## config.mk

```make
export PLATFORM = sky130hd
export DESIGN_NAME = mem_arbiter
export DESIGN_NICKNAME = d
export VERILOG_FILES = /design/src/rtl/mem_arbiter_pkg.sv /design/src/rtl/mem_arbiter_lane.sv /design/src/rtl/mem_arbiter.sv
export SDC_FILE = /design/constraint.sdc
export NUM_CORES = 1
export LEC_CHECK = 0
export ABC_AREA = 1
export CORE_MARGIN = 4
export CORE_UTILIZATION = 49
export DETAILED_ROUTE_END_ITERATION = 10
export GPL_TIMING_DRIVEN = 0
export PLACE_DENSITY = 0.86
export SLEW_MARGIN = 20
export SYNTH_ARGS = -nofsm -noshare
export SYNTH_HDL_FRONTEND = slang
export SYNTH_SLANG_ARGS = --single-unit
```

## constraint.sdc

```tcl
create_clock -name clk -period 4.8 [get_ports clk]
set_input_delay 0.96 -clock clk [delete_from_list [all_inputs] [get_ports clk]]
set_output_delay 0.96 -clock clk [all_outputs]
set_load 0.02 [all_outputs]
```

## src/rtl/mem_arbiter_pkg.sv

```systemverilog
// Shared memory-interface types: access masks, arbiter states, memory command payload.
package mem_definitions;

    localparam int unsigned XLEN = 32;
    localparam int unsigned BE_W = 4;

    typedef enum logic [2:0] {
        MEM_BYTE  = 3'd0,
        MEM_HALF  = 3'd1,
        MEM_WORD  = 3'd2,
        MEM_UBYTE = 3'd3,
        MEM_UHALF = 3'd4
    } mem_mask_t;

    typedef enum logic [1:0] {
        IDLE  = 2'd0,
        DATA  = 2'd1,
        FETCH = 2'd2,
        RESP  = 2'd3
    } arb_state_t;

    typedef struct packed {
        logic            we;
        logic [BE_W-1:0] be;
        logic [XLEN-1:0] addr;
        logic [XLEN-1:0] wdata;
    } mem_cmd_t;

    // Half needs 2-byte alignment, word needs 4-byte alignment.
    function automatic logic is_misaligned(input mem_mask_t mask, input logic [1:0] lo);
        logic res;
        res = 1'b0;
        case (mask)
            MEM_HALF, MEM_UHALF: res = lo[0];
            MEM_WORD:            res = (lo != 2'b00);
            default:             res = 1'b0;
        endcase
        return res;
    endfunction

endpackage

```

## src/rtl/mem_arbiter_lane.sv

```systemverilog
// Byte-lane logic: byte enables, store replication, load extraction and extension.
module mem_lane
    import mem_definitions::*;
(
    input  mem_mask_t         mask,
    input  logic [1:0]        addr_lo,
    input  logic [XLEN-1:0]   wdata,
    input  logic [XLEN-1:0]   rdata,
    output logic [BE_W-1:0]   be_c,
    output logic [XLEN-1:0]   wdata_c,
    output logic [XLEN-1:0]   rdata_c
);

    logic [XLEN-1:0] shifted;

    always_comb begin
        shifted = rdata >> {addr_lo, 3'b000};
        be_c    = 4'b1111;
        wdata_c = wdata;
        rdata_c = rdata;
        case (mask)
            MEM_BYTE, MEM_UBYTE: begin
                be_c    = BE_W'(4'b0001 << addr_lo);
                wdata_c = {4{wdata[7:0]}};
                rdata_c = (mask == MEM_BYTE) ? {{24{shifted[7]}}, shifted[7:0]}
                                             : {24'd0, shifted[7:0]};
            end
            MEM_HALF, MEM_UHALF: begin
                be_c    = BE_W'(4'b0011 << addr_lo);
                wdata_c = {2{wdata[15:0]}};
                rdata_c = (mask == MEM_HALF) ? {{16{shifted[15]}}, shifted[15:0]}
                                             : {16'd0, shifted[15:0]};
            end
            default: ;
        endcase
    end

endmodule

```

## src/rtl/mem_arbiter.sv

```systemverilog
// Single-port memory arbiter between instruction fetch and data access.
// Optional MEM_MISALIGN_CHECK_EN: misaligned half/word data accesses are rejected with d_misalign.
module mem_arbiter
    import mem_definitions::*;
(
    input  logic              clk,
    input  logic              rst,
    input  logic              if_req,
    input  logic [XLEN-1:0]   if_addr,
    output logic [XLEN-1:0]   if_rdata,
    output logic              if_ready,
    input  logic              d_req,
    input  logic              d_we,
    input  mem_mask_t         d_mask,
    input  logic [XLEN-1:0]   d_addr,
    input  logic [XLEN-1:0]   d_wdata,
    output logic [XLEN-1:0]   d_rdata,
    output logic              d_ready,
    output logic              d_misalign,
    output logic              m_req,
    output logic              m_we,
    output logic [BE_W-1:0]   m_be,
    output logic [XLEN-1:0]   m_addr,
    output logic [XLEN-1:0]   m_wdata,
    input  logic [XLEN-1:0]   m_rdata,
    input  logic              m_ack,
    output logic              stall
);

    arb_state_t      state_q, state_d;
    mem_cmd_t        cmd_q, cmd_d;
    logic            m_req_q, m_req_d;
    mem_mask_t       mask_q, mask_d;
    logic [1:0]      lo_q, lo_d;
    logic            is_data_q, is_data_d;
    logic            mis_q, mis_d;
    logic            owed_q, owed_d;
    logic [XLEN-1:0] rdata_q, rdata_d;
    logic [XLEN-1:0] if_rdata_q, if_rdata_d;
    logic [XLEN-1:0] d_rdata_q, d_rdata_d;
    logic            if_ready_q, if_ready_d;
    logic            d_ready_q, d_ready_d;
    logic            d_misalign_q, d_misalign_d;

    mem_mask_t       lane_mask;
    logic [1:0]      lane_lo;
    logic [BE_W-1:0] lane_be_c;
    logic [XLEN-1:0] lane_wdata_c;
    logic [XLEN-1:0] lane_rdata_c;
    logic            mis_c;

`ifdef MEM_MISALIGN_CHECK_EN
    assign mis_c = is_misaligned(d_mask, d_addr[1:0]);
`else
    assign mis_c = 1'b0;
`endif

    // Lane logic sees the live request at grant and the latched access in RESP.
    always_comb begin
        lane_mask = mask_q;
        lane_lo   = lo_q;
        if (state_q == IDLE) begin
            lane_mask = d_mask;
            lane_lo   = d_addr[1:0];
        end
    end

    mem_lane u_lane (
        .mask    (lane_mask),
        .addr_lo (lane_lo),
        .wdata   (d_wdata),
        .rdata   (rdata_q),
        .be_c    (lane_be_c),
        .wdata_c (lane_wdata_c),
        .rdata_c (lane_rdata_c)
    );

    always_ff @(posedge clk) begin
        if (rst) begin
            state_q      <= IDLE;
            cmd_q        <= '0;
            m_req_q      <= 1'b0;
            mask_q       <= MEM_WORD;
            lo_q         <= 2'b00;
            is_data_q    <= 1'b0;
            mis_q        <= 1'b0;
            owed_q       <= 1'b0;
            rdata_q      <= '0;
            if_rdata_q   <= '0;
            d_rdata_q    <= '0;
            if_ready_q   <= 1'b0;
            d_ready_q    <= 1'b0;
            d_misalign_q <= 1'b0;
        end else begin
            state_q      <= state_d;
            cmd_q        <= cmd_d;
            m_req_q      <= m_req_d;
            mask_q       <= mask_d;
            lo_q         <= lo_d;
            is_data_q    <= is_data_d;
            mis_q        <= mis_d;
            owed_q       <= owed_d;
            rdata_q      <= rdata_d;
            if_rdata_q   <= if_rdata_d;
            d_rdata_q    <= d_rdata_d;
            if_ready_q   <= if_ready_d;
            d_ready_q    <= d_ready_d;
            d_misalign_q <= d_misalign_d;
        end
    end

    // Grants are held off during a ready pulse so a still-high request is not re-issued.
    always_comb begin
        state_d      = state_q;
        cmd_d        = cmd_q;
        m_req_d      = m_req_q;
        mask_d       = mask_q;
        lo_d         = lo_q;
        is_data_d    = is_data_q;
        mis_d        = mis_q;
        owed_d       = owed_q;
        rdata_d      = rdata_q;
        if_rdata_d   = if_rdata_q;
        d_rdata_d    = d_rdata_q;
        if_ready_d   = 1'b0;
        d_ready_d    = 1'b0;
        d_misalign_d = 1'b0;

        case (state_q)
            IDLE: begin
                if (!if_ready_q && !d_ready_q) begin
                    if (d_req && !(owed_q && if_req)) begin
                        is_data_d = 1'b1;
                        mask_d    = d_mask;
                        lo_d      = d_addr[1:0];
                        owed_d    = if_req;
                        mis_d     = mis_c;
                        if (mis_c) begin
                            state_d = RESP;
                        end else begin
                            state_d     = DATA;
                            m_req_d     = 1'b1;
                            cmd_d.we    = d_we;
                            cmd_d.be    = lane_be_c;
                            cmd_d.addr  = d_addr & ~XLEN'(3);
                            cmd_d.wdata = d_we ? lane_wdata_c : '0;
                        end
                    end else if (if_req) begin
                        is_data_d   = 1'b0;
                        mis_d       = 1'b0;
                        owed_d      = 1'b0;
                        state_d     = FETCH;
                        m_req_d     = 1'b1;
                        cmd_d.we    = 1'b0;
                        cmd_d.be    = 4'b1111;
                        cmd_d.addr  = if_addr & ~XLEN'(3);
                        cmd_d.wdata = '0;
                    end
                end
            end
            DATA, FETCH: begin
                if (m_ack) begin
                    state_d = RESP;
                    m_req_d = 1'b0;
                    rdata_d = m_rdata;
                    cmd_d   = '0;
                end
            end
            RESP: begin
                state_d = IDLE;
                if (is_data_q) begin
                    d_ready_d    = 1'b1;
                    d_misalign_d = mis_q;
                    d_rdata_d    = mis_q ? '0 : lane_rdata_c;
                end else begin
                    if_ready_d = 1'b1;
                    if_rdata_d = rdata_q;
                end
            end
            default: state_d = IDLE;
        endcase
    end

    assign m_req      = m_req_q;
    assign m_we       = cmd_q.we;
    assign m_be       = cmd_q.be;
    assign m_addr     = cmd_q.addr;
    assign m_wdata    = cmd_q.wdata;
    assign if_rdata   = if_rdata_q;
    assign if_ready   = if_ready_q;
    assign d_rdata    = d_rdata_q;
    assign d_ready    = d_ready_q;
    assign d_misalign = d_misalign_q;
    assign stall      = (if_req & ~if_ready_q) | (d_req & ~d_ready_q);

endmodule

```

==> results.tsv, run 1 <==
metric	value	unit
status	finished clean	
io_pins	275	
antenna_cells	0	
crit_path_end_kind	output pin	
drc_errors	0	
crit_required	3840	ps
synthDistinctLibCells	34	
crit_type	primary input to output pin	
drtAntennaViolNets	0	
synth-main-ff-cell	dfxtp_1	
syn_area	7870	µm²
ys_ff_latch	175	
core_area	15800	µm²
synth_top_area_share	44.5	%
synth.most_common_cell	nand2_1	
start_kind	primary input	
die_w	135	µm
grt_pass1_wl	41700	µm
yosysTopAreaCell	dfxtp_1	
clock_path_buffers	2	
path_cells	clkdlybuf4s50_1, inv_1, o22ai_1, clkdlybuf4s50_1	
syn_area_per_cell	7.04	µm²
cpPeakStageDelay	640	ps
start_util	49.7	%
io_buffers	268	
worstMarginPinSlew	602	ps
track_usage	29.0	%
syn_inst	1117	
die_height	135	µm
cts.htree.levels	4	
power_density	561	nW/µm²
grt_overflow	0	
routedWlPerCell	16.5	µm
min_path_type	flop to flop	
cts.clk_slew.worst_paths	60	ps
drive_above_1_share	6.63	%
rsz0062_at_grt	no	
slew_viol_final	0	
max_slew_margin	59.9	%
dr.pass1.iters	5	
clock_skew	10.2	ps
drtIter0Drc	707	
cts_setup_buffers	0	
synthArstFlopShare	0	%
crit_top_cell	clkdlybuf4s50_1	
numClockSinks	175	
wl	26900	µm
critical_path_arrival	2320	ps
seq_area	3500	µm²
multi_input_area	3730	µm²
row_count	46	
setup_violations	0	
synthTopCellsByCount	308 x nand2_1, 175 x dfxtp_1, 142 x a21oi_1	
cts_buffers	17	
p_leak	4.55	nW
dp_cells	1603	
clock-root-buffer	clkbuf_16	
cts_hold_buf	0	
place_congestion	0.958	
crit_slowest_cell	clkdlybuf4s50_1	
vias_per_cell	5.25	
antenna_found_initial	0	
finalHoldViolations	0	
timing.fmax	0.305	GHz
dieArea	18200	µm²
crit_fanout	3	
cts_tree	done	
vdd_ir_drop_max	0.414	mV
post-dp-hpwl	20600	µm
fin_crit_sh	68.3	%
area_delta_synth_final	44.6	%
grt_pass1_vias	8249	
grt_max_degree	17	
fillers	1271	
synth_area_leaders	dfxtp_1 45%, nand2_1 15%, a21oi_1 9.0%, o21ai_0 7.2%, nand3_1 3.8%	
nets	1545	
clock_latency	430	ps
ys.warnings.count	0	
maxCapViolCount	0	
ctsResizeCount	0	
fin_setup_tns	0	ps
final_cells	1634	
synth_edf_count	0	
num_vias	8574	
yosysSeqAreaShare	44.5	%
fin_crit	3280	ps
==> per-layer routing <==
layer | GRT usage [%] | share of wire [%] | up-vias
met1 | 35.4 | 41 | 3879
met3 | 6.71 | 9.2 | 84
met5 | 0 | 0 | -
met2 | 48.2 | 46 | 396
li1 | - | - | 4215
met4 | 14.1 | 4.2 | 0
==> cell type report <==
type	instances	area share [%]
Multi-Input combinational cell	795	32.8
Sequential cell	175	30.8
Timing Repair Buffer	268	23.6
Clock buffer	19	3.89
Buffer	77	3.28
Inverter	72	2.37
Tap cell	216	2.37
Clock inverter	12	0.967
==> worst paths after layout <==
check                                 from     endpoint  slack (ps)  cells past startpoint
worst min register to register  m_addr[19]   m_addr[19]         460                      2
worst max-delay path                 d_req        stall        1520                      4
worst max register to register  state_q[0]  d_rdata[12]        2620                     10
worst min-delay path            m_addr[19]   m_addr[19]         460                      2
==> power by group <==
group	leakage (nW)	total, mW	switching [mW]	internal (mW)
clock	0.274	1.32	0.587	0.728
combinational	2.86	3.15	2.02	1.13
sequential	1.42	1.92	0.166	1.76
total	4.55	6.39	2.78	3.61
==> registers in the layout (all words and copies together), names as in the netlist <==
register / flops
d_rdata: 32
d_ready: 1
if_rdata: 32
if_ready: 1
is_data_q: 1
lo_q: 2
m_addr: 30
m_be: 4
m_req: 1
m_wdata: 32
m_we: 1
mask_q: 3
owed_q: 1
rdata_q: 32
state_q: 2
==> layout by cell type, fill, tap and decap left out, types with 6 or more instances in the layout <==
master           instances
nand2_1                308
clkdlybuf4s50_1        268
dfxtp_1                175
a21oi_1                142
o21ai_0                113
nor2_1                  70
inv_1                   66
nand3_1                 59
clkbuf_1                46
o21ai_1                 28
or2_1                   20
buf_2                   19
clkbuf_16               17
nand2_2                 11
nand4_1                  8
o211ai_1                 8
buf_4                    6
==> per-stage QoR <==
step / area [µm²] / hold WS, ps / worst slack, ps / util, % / total power [mW]
after floorplan: 7880 / 444 / 2500 / - / 3.94
after global placement: 10800 / 447 / 1530 / 68.4 / 4.98
after detailed placement: 10800 / 450 / 1520 / 68.4 / 5.04
after global routing: 11400 / 473 / 1450 / 71.9 / 6.77
final: 11400 / 460 / 1520 / 71.9 / 6.39
after CTS: 11400 / 460 / 1510 / 71.9 / 6.35
==> logic make-up (layout without fill, tap and decap cells) <==
group	Yosys count	after routing	share of synthesized area (%)
adder cells (fa/ha/maj)	2	2	0.318
other	1	3	0.0477
flip-flops	175	175	44.5
AND/OR/NAND/NOR	490	490	26.8
AO/OA/AOI/OAI	300	300	20.2
buffers and inverters	149	448	8.17
==> critical path: cells and delay by family <==
family / cells / cell delay, ps
buf+inv: 3 / 1210
compound gates: 1 / 150
Power figures use the tool's default switching activity.
==> run 2, diff against run 1 <==
--- a/config.mk
+++ b/config.mk
@@ -7,10 +7,10 @@
 export LEC_CHECK = 0
 export ABC_AREA = 1
 export CORE_MARGIN = 4
-export CORE_UTILIZATION = 49
+export CORE_UTILIZATION = 46
 export DETAILED_ROUTE_END_ITERATION = 10
 export GPL_TIMING_DRIVEN = 0
-export PLACE_DENSITY = 0.86
+export PLACE_DENSITY = 0.81
 export SLEW_MARGIN = 20
 export SYNTH_ARGS = -nofsm -noshare
 export SYNTH_HDL_FRONTEND = slang
==> constraint.sdc (replaced) <==
create_clock -name clk -period 3.4 [get_ports clk]
set_input_delay 0.68 -clock clk [delete_from_list [all_inputs] [get_ports clk]]
set_output_delay 0.68 -clock clk [all_outputs]
set_load 0.02 [all_outputs]
==> run 2 against run 1 <==
  * Count of clock-buffer cells in the layout shrank 2
  * Combinational power increased by 43%
  * Power increased by 42%
  * Cell count increased by 0.24%
  * Die area grew 6.1%
  * Largest power group unchanged
  * Non-clock buffer count unchanged
  * Clock skew decreased by 3.7 ps
  * Hold slack barely moved
  * Sequential cell count stayed put
  * Wire length rose by 2.5%
  * Global-route usage fell by 1.5 points
==> results.tsv, run 2 (synthesis gave the netlist of run 1 again) <==
metric	value	unit	change
fin_ws	636	ps	-886 ps
drtIter0Drc	707		unchanged
cts_hold_buf	0		unchanged
cpPeakStageDelay	660	ps	+20 ps
vias_per_cell	5.26		+0.17%
hold_slack	459	ps	-0.211 ps
row_count	47		+2.2%
finalHoldViolations	0		unchanged
core_area	16700	µm²	+5.5%
min_path_cells	2		unchanged
slew_viol_final	0		unchanged
min_from	m_wdata[3]		
nets	1545		unchanged
area_delta_synth_final	44.6	%	unchanged
setup_violations	0		unchanged
reg2regPathDepth	10		unchanged
power	9.07	mW	+42%
grt_pass1_vias	8152		-1.2%
finish.utilization	68.2	%	-3.8 points
num_vias	8610		+0.42%
dieArea	19300	µm²	+6.1%
critical_path_arrival	2080	ps	-240 ps
hold_path_end	m_wdata[3]		
crit_slowest_cell	clkdlybuf4s50_1		
grt_pass1_wl	42800	µm	+2.5%
grt_max_degree	18		+1
cts_tree	done		
numClockSinks	175		unchanged
drive_above_1_share	6.70	%	+0.071 points
maxCapViolCount	0		unchanged
grt_overflow	0		unchanged
wl	27600	µm	+2.5%
cts_buffers	17		unchanged
crit_path_end_kind	output pin		
crit_fanout	4		+1
ctsResizeCount	0		unchanged
track_usage	27.5	%	-1.5 points
worstMarginPinSlew	593	ps	-9.03 ps
drc_errors	0		unchanged
start_util	47.1	%	-2.6 points
clock_skew	6.50	ps	-3.72 ps
status	finished clean		
worstReg2RegStart	state_q[0]		
pre_cts_ws	651	ps	-866 ps
antenna_found_initial	1		+1
final_common_cell	nand2_1		
crit_required	2720	ps	-1120 ps
rrSetupSlack	1150	ps	-1470 ps
max_slew_margin	60.5	%	+0.60 points
cts_setup_buffers	0		unchanged
place_congestion	0.932		-2.7%
power_density	797	nW/µm²	+42%
crit_type	primary input to output pin		
io_buffers	268		unchanged
clock-root-buffer	clkbuf_16		
timing.fmax	0.362	GHz	
drtAntennaViolNets	0		unchanged
path_buf_inv	3		unchanged
p_leak	4.55	nW	-0.10%
fillers	1425		+12%
clock_path_buffers	2		unchanged
start_kind	primary input		
io_pins	275		unchanged
vdd_ir_drop_max	0.587	mV	+42%
die_w	139	µm	+3.0%
path_cells	clkdlybuf4s50_1, inv_1, o22ai_1, clkdlybuf4s50_1		
post-dp-hpwl	21100	µm	+2.2%
cts.clk_slew.worst_paths	60	ps	about the same
routedWlPerCell	16.8	µm	+2.3%
final_cell_mix	308 x nand2_1, 268 x clkdlybuf4s50_1, 175 x dfxtp_1, 142 x a21oi_1, 113 x o21ai_0		
rsz0062_at_grt	no		
crit_top_cell	clkdlybuf4s50_1		
fin_crit	2760	ps	
min_path_type	flop to flop		
fin_setup_tns	0	ps	unchanged
cp_top_family	buffers and inverters		
clock_latency	430	ps	about the same
fin_crit_sh	81.3	%	
antenna_cells	0		unchanged
die_height	139	µm	+3.0%
dr.pass1.iters	6		+1
r2r-end	d_rdata[6]		
cts.htree.levels	4		unchanged
[run 2: metrics by stage]
step / area, µm² / instances
2_1_floorplan: 7880 / 1119
3_3_place_gp: 10800 / 1607
3_5_place_dp: 10800 / 1607
4_1_cts: 11400 / 1638
5_1_grt: 11400 / 1638
6_report: 11400 / 1638
[run 2: metal layers]
metal | share of wire, % | vias up | track usage, %
met3 | 8.0 | 60 | 6.41
met1 | 42 | 3920 | 34.4
met4 | 2.4 | 2 | 8.96
met5 | 0.047 | - | 0
li1 | - | 4209 | -
met2 | 48 | 419 | 46.8
[run 2: worst reg2reg max path: cells and delay by family, from the launching register on]
kind	cells	cell delay, ps
AO/OA/AOI/OAI	4	640
adder cells (fa/ha/maj)	1	240
flip-flops	1	350
AND/OR/NAND/NOR	2	280
buffers and inverters	3	630
[run 2: worst max-delay path by stage]
stage / startpoint / end / slack [ps] / cells after the start
final: if_req / stall / 640 / 4
after global routing: if_req / stall / 600 / 4
after CTS: if_req / stall / 640 / 4
after detailed placement: if_req / stall / 650 / 4
after global placement: if_req / stall / 680 / 4
after floorplan: d_addr[0] / d_rdata[21] / 1630 / 11
[run 2: cell type report]
type                            instances  area (µm²)  area share [%]
Tap cell                              220         275            2.42
Multi-Input combinational cell        795        3730            32.8
Clock buffer                           17         425            3.74
Timing Repair Buffer                  268        2680            23.6
Buffer                                 77         373            3.28
Sequential cell                       175        3500            30.8
Inverter                               72         270            2.37
Clock inverter                         14         123            1.08
[run 2: power by group]
| part | switching, mW | internal (mW) | total [mW] |
|---|---|---|---|
| clock | 0.903 | 0.962 | 1.86 |
| combinational | 2.91 | 1.59 | 4.50 |
| sequential | 0.231 | 2.48 | 2.71 |
| total | 4.04 | 5.03 | 9.07 |
==> run 3, diff against run 2 <==
==> constraint.sdc (replaced) <==
create_clock -name clk -period 2.8 [get_ports clk]
set_input_delay 0.56 -clock clk [delete_from_list [all_inputs] [get_ports clk]]
set_output_delay 0.56 -clock clk [all_outputs]
set_load 0.02 [all_outputs]
==> run 3 against run 2 <==
  * First-iteration DRC count decreased by 6.2%
  * Highest routed layer unchanged
  * Largest cell class unchanged
  * Register-to-register slack got worse by 590 ps
  * Cell area unchanged
  * Largest power group unchanged
==> results.tsv, run 3 (synthesis gave the netlist of run 1 again) <==
metric	value	unit	change
finish.utilization	68.2	%	unchanged
power	11.0	mW	+21%
rsz0062_at_grt	no		
status	finished clean		
cts.htree.levels	4		unchanged
clock-root-buffer	clkbuf_16		
place_congestion	0.932		unchanged
seq_area	3500	µm²	unchanged
cts_tree	done		
wl	27700	µm	+0.40%
finalHoldViolations	0		unchanged
grt_overflow	0		unchanged
use_met1	34.4	%	about the same
clock_path_buffers	2		unchanged
cts.clk_slew.worst_paths	60	ps	about the same
vias_per_cell	5.29		+0.64%
grt_pass1_wl	42800	µm	about the same
die_height	139	µm	unchanged
core_area	16700	µm²	unchanged
fin_setup_tns	0	ps	unchanged
vdd_ir_drop_max	0.719	mV	+22%
slew_viol_final	0		unchanged
ctsResizeCount	0		unchanged
cts_setup_buffers	0		unchanged
start_util	47.1	%	unchanged
gr-usage-met2	46.8	%	about the same
drtAntennaViolNets	0		unchanged
cts_hold_buf	0		unchanged
drtIter0Drc	663		-6.2%
min_path_type	flop to flop		
grt_util_met3	6.28	%	-0.14 points
setup_violations	0		unchanged
die_w	139	µm	unchanged
place_area	10800	µm²	unchanged
reg2regPathDepth	10		unchanged
clock_skew	12.4	ps	+5.89 ps
area_delta_synth_final	44.6	%	unchanged
num_vias	8665		+0.64%
dr.pass1.iters	5		-1
hold_slack	459	ps	+0.0110 ps
finalInstanceArea	11400	µm²	unchanged
min_path_cells	2		unchanged
fin_crit	2530	ps	
antenna_found_initial	1		unchanged
track_usage	27.5	%	about the same
nets	1545		unchanged
final_common_cell	nand2_1		
final_cell_mix	308 x nand2_1, 268 x clkdlybuf4s50_1, 175 x dfxtp_1, 142 x a21oi_1, 113 x o21ai_0		
maxCapViolCount	0		unchanged
drive_above_1_share	6.70	%	unchanged
worstMarginPinSlew	595	ps	+2.14 ps
fin_crit_sh	90.3	%	
dieArea	19300	µm²	unchanged
start_kind	primary input		
crit_required	2240	ps	-480 ps
p_leak	4.55	nW	unchanged
routedWlPerCell	16.9	µm	+0.40%
grt_max_degree	18		unchanged
fillers	1425		unchanged
timing.fmax	0.396	GHz	
power_density	968	nW/µm²	+21%
row_count	47		unchanged
crit_type	primary input to output pin		
antenna_cells	0		unchanged
multi_input_area	3730	µm²	unchanged
crit_path_end_kind	output pin		
cts_buffers	17		unchanged
clock_latency	440	ps	about the same
io_pins	275		unchanged
grt_pass1_vias	8158		+0.074%
io_buffers	268		unchanged
critical_path_arrival	1970	ps	-110 ps
max_slew_margin	60.3	%	-0.14 points
gr-max-usage-layer	met2		
crit_fanout	4		unchanged
drc_errors	0		unchanged
numClockSinks	175		unchanged
post-dp-hpwl	21100	µm	unchanged
-- run 3: per-layer routing --
| metal | wire length (µm) | up-vias |
|---|---|---|
| li1 | - | 4212 |
| met1 | 11600 | 3962 |
| met2 | 13200 | 425 |
| met3 | 2290 | 64 |
| met4 | 676 | 2 |
| met5 | 13 | - |
-- run 3: through the flow --
step                worst slack, ps  instances
CTS                             284       1638
global route                    236       1638
floorplan                      1040       1119
detailed placement              291       1607
finish                          272       1638
global placement                307       1607
-- run 3: worst paths after layout --
check              from    endpoint  slack, ps
max reg2reg  state_q[0]  d_rdata[6]        560
min reg2reg  m_wdata[3]  m_wdata[3]        460
min          m_wdata[3]  m_wdata[3]        460
max              if_req       stall        270
-- run 3: cell type report --
type | count | share of cell area [%]
Tap cell | 220 | 2.42
Buffer | 77 | 3.28
Clock inverter | 14 | 1.08
Timing Repair Buffer | 268 | 23.6
Sequential cell | 175 | 30.8
Multi-Input combinational cell | 795 | 32.8
Clock buffer | 17 | 3.74
Inverter | 72 | 2.37
-- run 3: power breakdown --
part           total [mW]  switching, mW  leakage [nW]  internal (mW)
logic                5.46           3.53          2.86           1.93
registers            3.29          0.281          1.42           3.01
clock network        2.27           1.10         0.269           1.17
total                11.0           4.92          4.55           6.11
-- run 3: worst max-delay path, cell delays in order --
cell             delay (ps)
clkdlybuf4s50_1         540
inv_1                    60
o22ai_1                 140
clkdlybuf4s50_1         660
==> variant: new RTL, settings of run 3 <==
Set the package constant `BE_W` to 6 (it was 4).
--- a/src/rtl/mem_arbiter_pkg.sv
+++ b/src/rtl/mem_arbiter_pkg.sv
@@ -4,3 +4,3 @@
     localparam int unsigned XLEN = 32;
-    localparam int unsigned BE_W = 4;
+    localparam int unsigned BE_W = 6;
 
Interface: changed (resized m_be); port bits go from 275 to 277. No check against the original RTL was run, so the function may have changed too.
==> variant against run 3 <==
  * Clock skew shrank 5.0 ps
  * Sequential cell count up 1
  * Worst setup slack worse by 4.9 ps
  * Maximum frequency is 0.20% lower
  * Die area shrank 0.30%
  * Wire length up 0.79%
  * Sequential share of layout area increased by 0.054 points
  * Synthesized area fell by 0.32%
  * Hold slack better by 1.6 ps
  * Final area is 0.40% higher
  * Non-clock buffer count increased by 3
  * Power down 4.2%
  * Critical path type unchanged
==> variant: results (changes against run 3) <==
| Metric | Value |
|---|---|
| Antenna violations before repair | 0 (-1) |
| Pre-antenna DRT Iters | 6 (+1) |
| R2r setup slk | 600 ps (+40 ps) |
| Fin crit share | 90.5% (+0.18 points) |
| VDD IR max | 0.571 mV (-20%) |
| Switching power | 4400 uW (-10%) |
| DR top layer | met4 |
| CP startpoint | d_req |
| Vias per cell | 5.26 (-0.66%) |
| Sequential area share after synthesis | 44.9% (+0.40 points) |
| Routed wl met3 | 2020 um (-12%) |
| Compound-cell area share of the yosys netlist | 20.2% (+0.048 points) |
| HPWL after detailed placement | 21500 um (+1.8%) |
| Met3 usage | 5.79% (-0.48 points) |
| RR Endpoint | if_rdata[23] |
| Top cells by count, synth | nand2_1, dfxtp_1, a21oi_1, o21ai_0, inv_1 |
| Count of input and output buffers | 270 (+0.75%) |
| Critical Path Slowest Stage Cell | clkdlybuf4s50_1 |
| Yosys cell types | 33 (-2.9%) |
| First-pass GRT wire length | 43400 um (+1.5%) |
| Root buffer selected by CTS | clkbuf_16 |
| Vias in the first global route | 8132 (-0.32%) |
| Avg WL per Cell | 17.0 um (+0.55%) |
| Hold wc startpoint | m_addr[22] |
| Met2 Usage GRT | 47.6% (+0.74 points) |
| Worst Hold Path EP | m_addr[22] |
| Fill cells | 1430 (+0.35%) |
| Most area-consuming cells after synthesis | dfxtp_1, nand2_1, a21oi_1 |
| Routed wl met2 | 13200 um (+0.73%) |
| Worst-margin pin slew | 931 ps (+336 ps) |
| Synth Warn # | 0 (unchanged) |
| RePlAce Congestion | 0.940 (+0.85%) |
| Status | finished clean |
| Pre-CTS WS | 279 ps (-12.7 ps) |
| Gr usage total | 28.1% (+0.64 points) |
| Pin count of the biggest net entering global routing | 17 (-1) |
| M1 GR Usage | 34.8% (+0.39 points) |
| Comb pwr share | 45.7% (-3.8 points) |
| Layout net count | 1548 (+0.19%) |
| Crit Path Max Fanout | 3 (-1) |
| Lkg Pwr | 0.00463 uW (+1.8%) |
| Post-Synth Adder-Cell Area | 0.319% (+0.0010 points) |
| Worst stage delay on the critical path | 690 ps (+30 ps) |
| Skew final | 7.42 ps (-4.96 ps) |
| DR iter-0 viols | 733 (+11%) |
| Layout cell share with drive strength beyond 1 | 7.17% (+0.47 points) |
| Asr flop ratio synth | 0% (unchanged) |
| Clk pin slew, worst setup/hold paths | approximately 70 ps |
| Metal1 wirelength | 11600 um (+0.62%) |
| Cells on worst reg2reg path | 6 (-4) |
-- variant: cell types whose count changed in the layout (fill, tap and decap cells not counted), moves of 11 or more --
cell / delta
a21oi_1: +16
nand2_1: +11
nand3_1: +13
nor2_1: -24
or2_1: -18
-- variant: layout make-up --
class,count,share of cell area [%]
multi-input combinational,787,31.9
clock inverter,14,1.36
clock buffer,18,3.84
timing repair buffer,270,23.7
inverter,79,2.59
tap,220,2.41
buffer,78,3.45
sequential,176,30.8
-- variant: power groups by stage --
stage	sequential [uW]	clock [uW]	combinational, uW
2_1_floorplan	3710	0	2610
3_3_place_gp	3350	0	4690
3_5_place_dp	3370	0	4750
4_1_cts	3320	2430	4780
5_1_grt	3380	2530	5250
6_report	3330	2410	4830
-- variant: per-stage QoR --
step                std cells  hold WS, ps  instance area, um2
floorplan                1120          443                7860
global route             1642          474               11400
detailed placement       1610          452               10800
global placement         1610          447               10800
CTS                      1642          463               11400
finish                   1642          461               11400
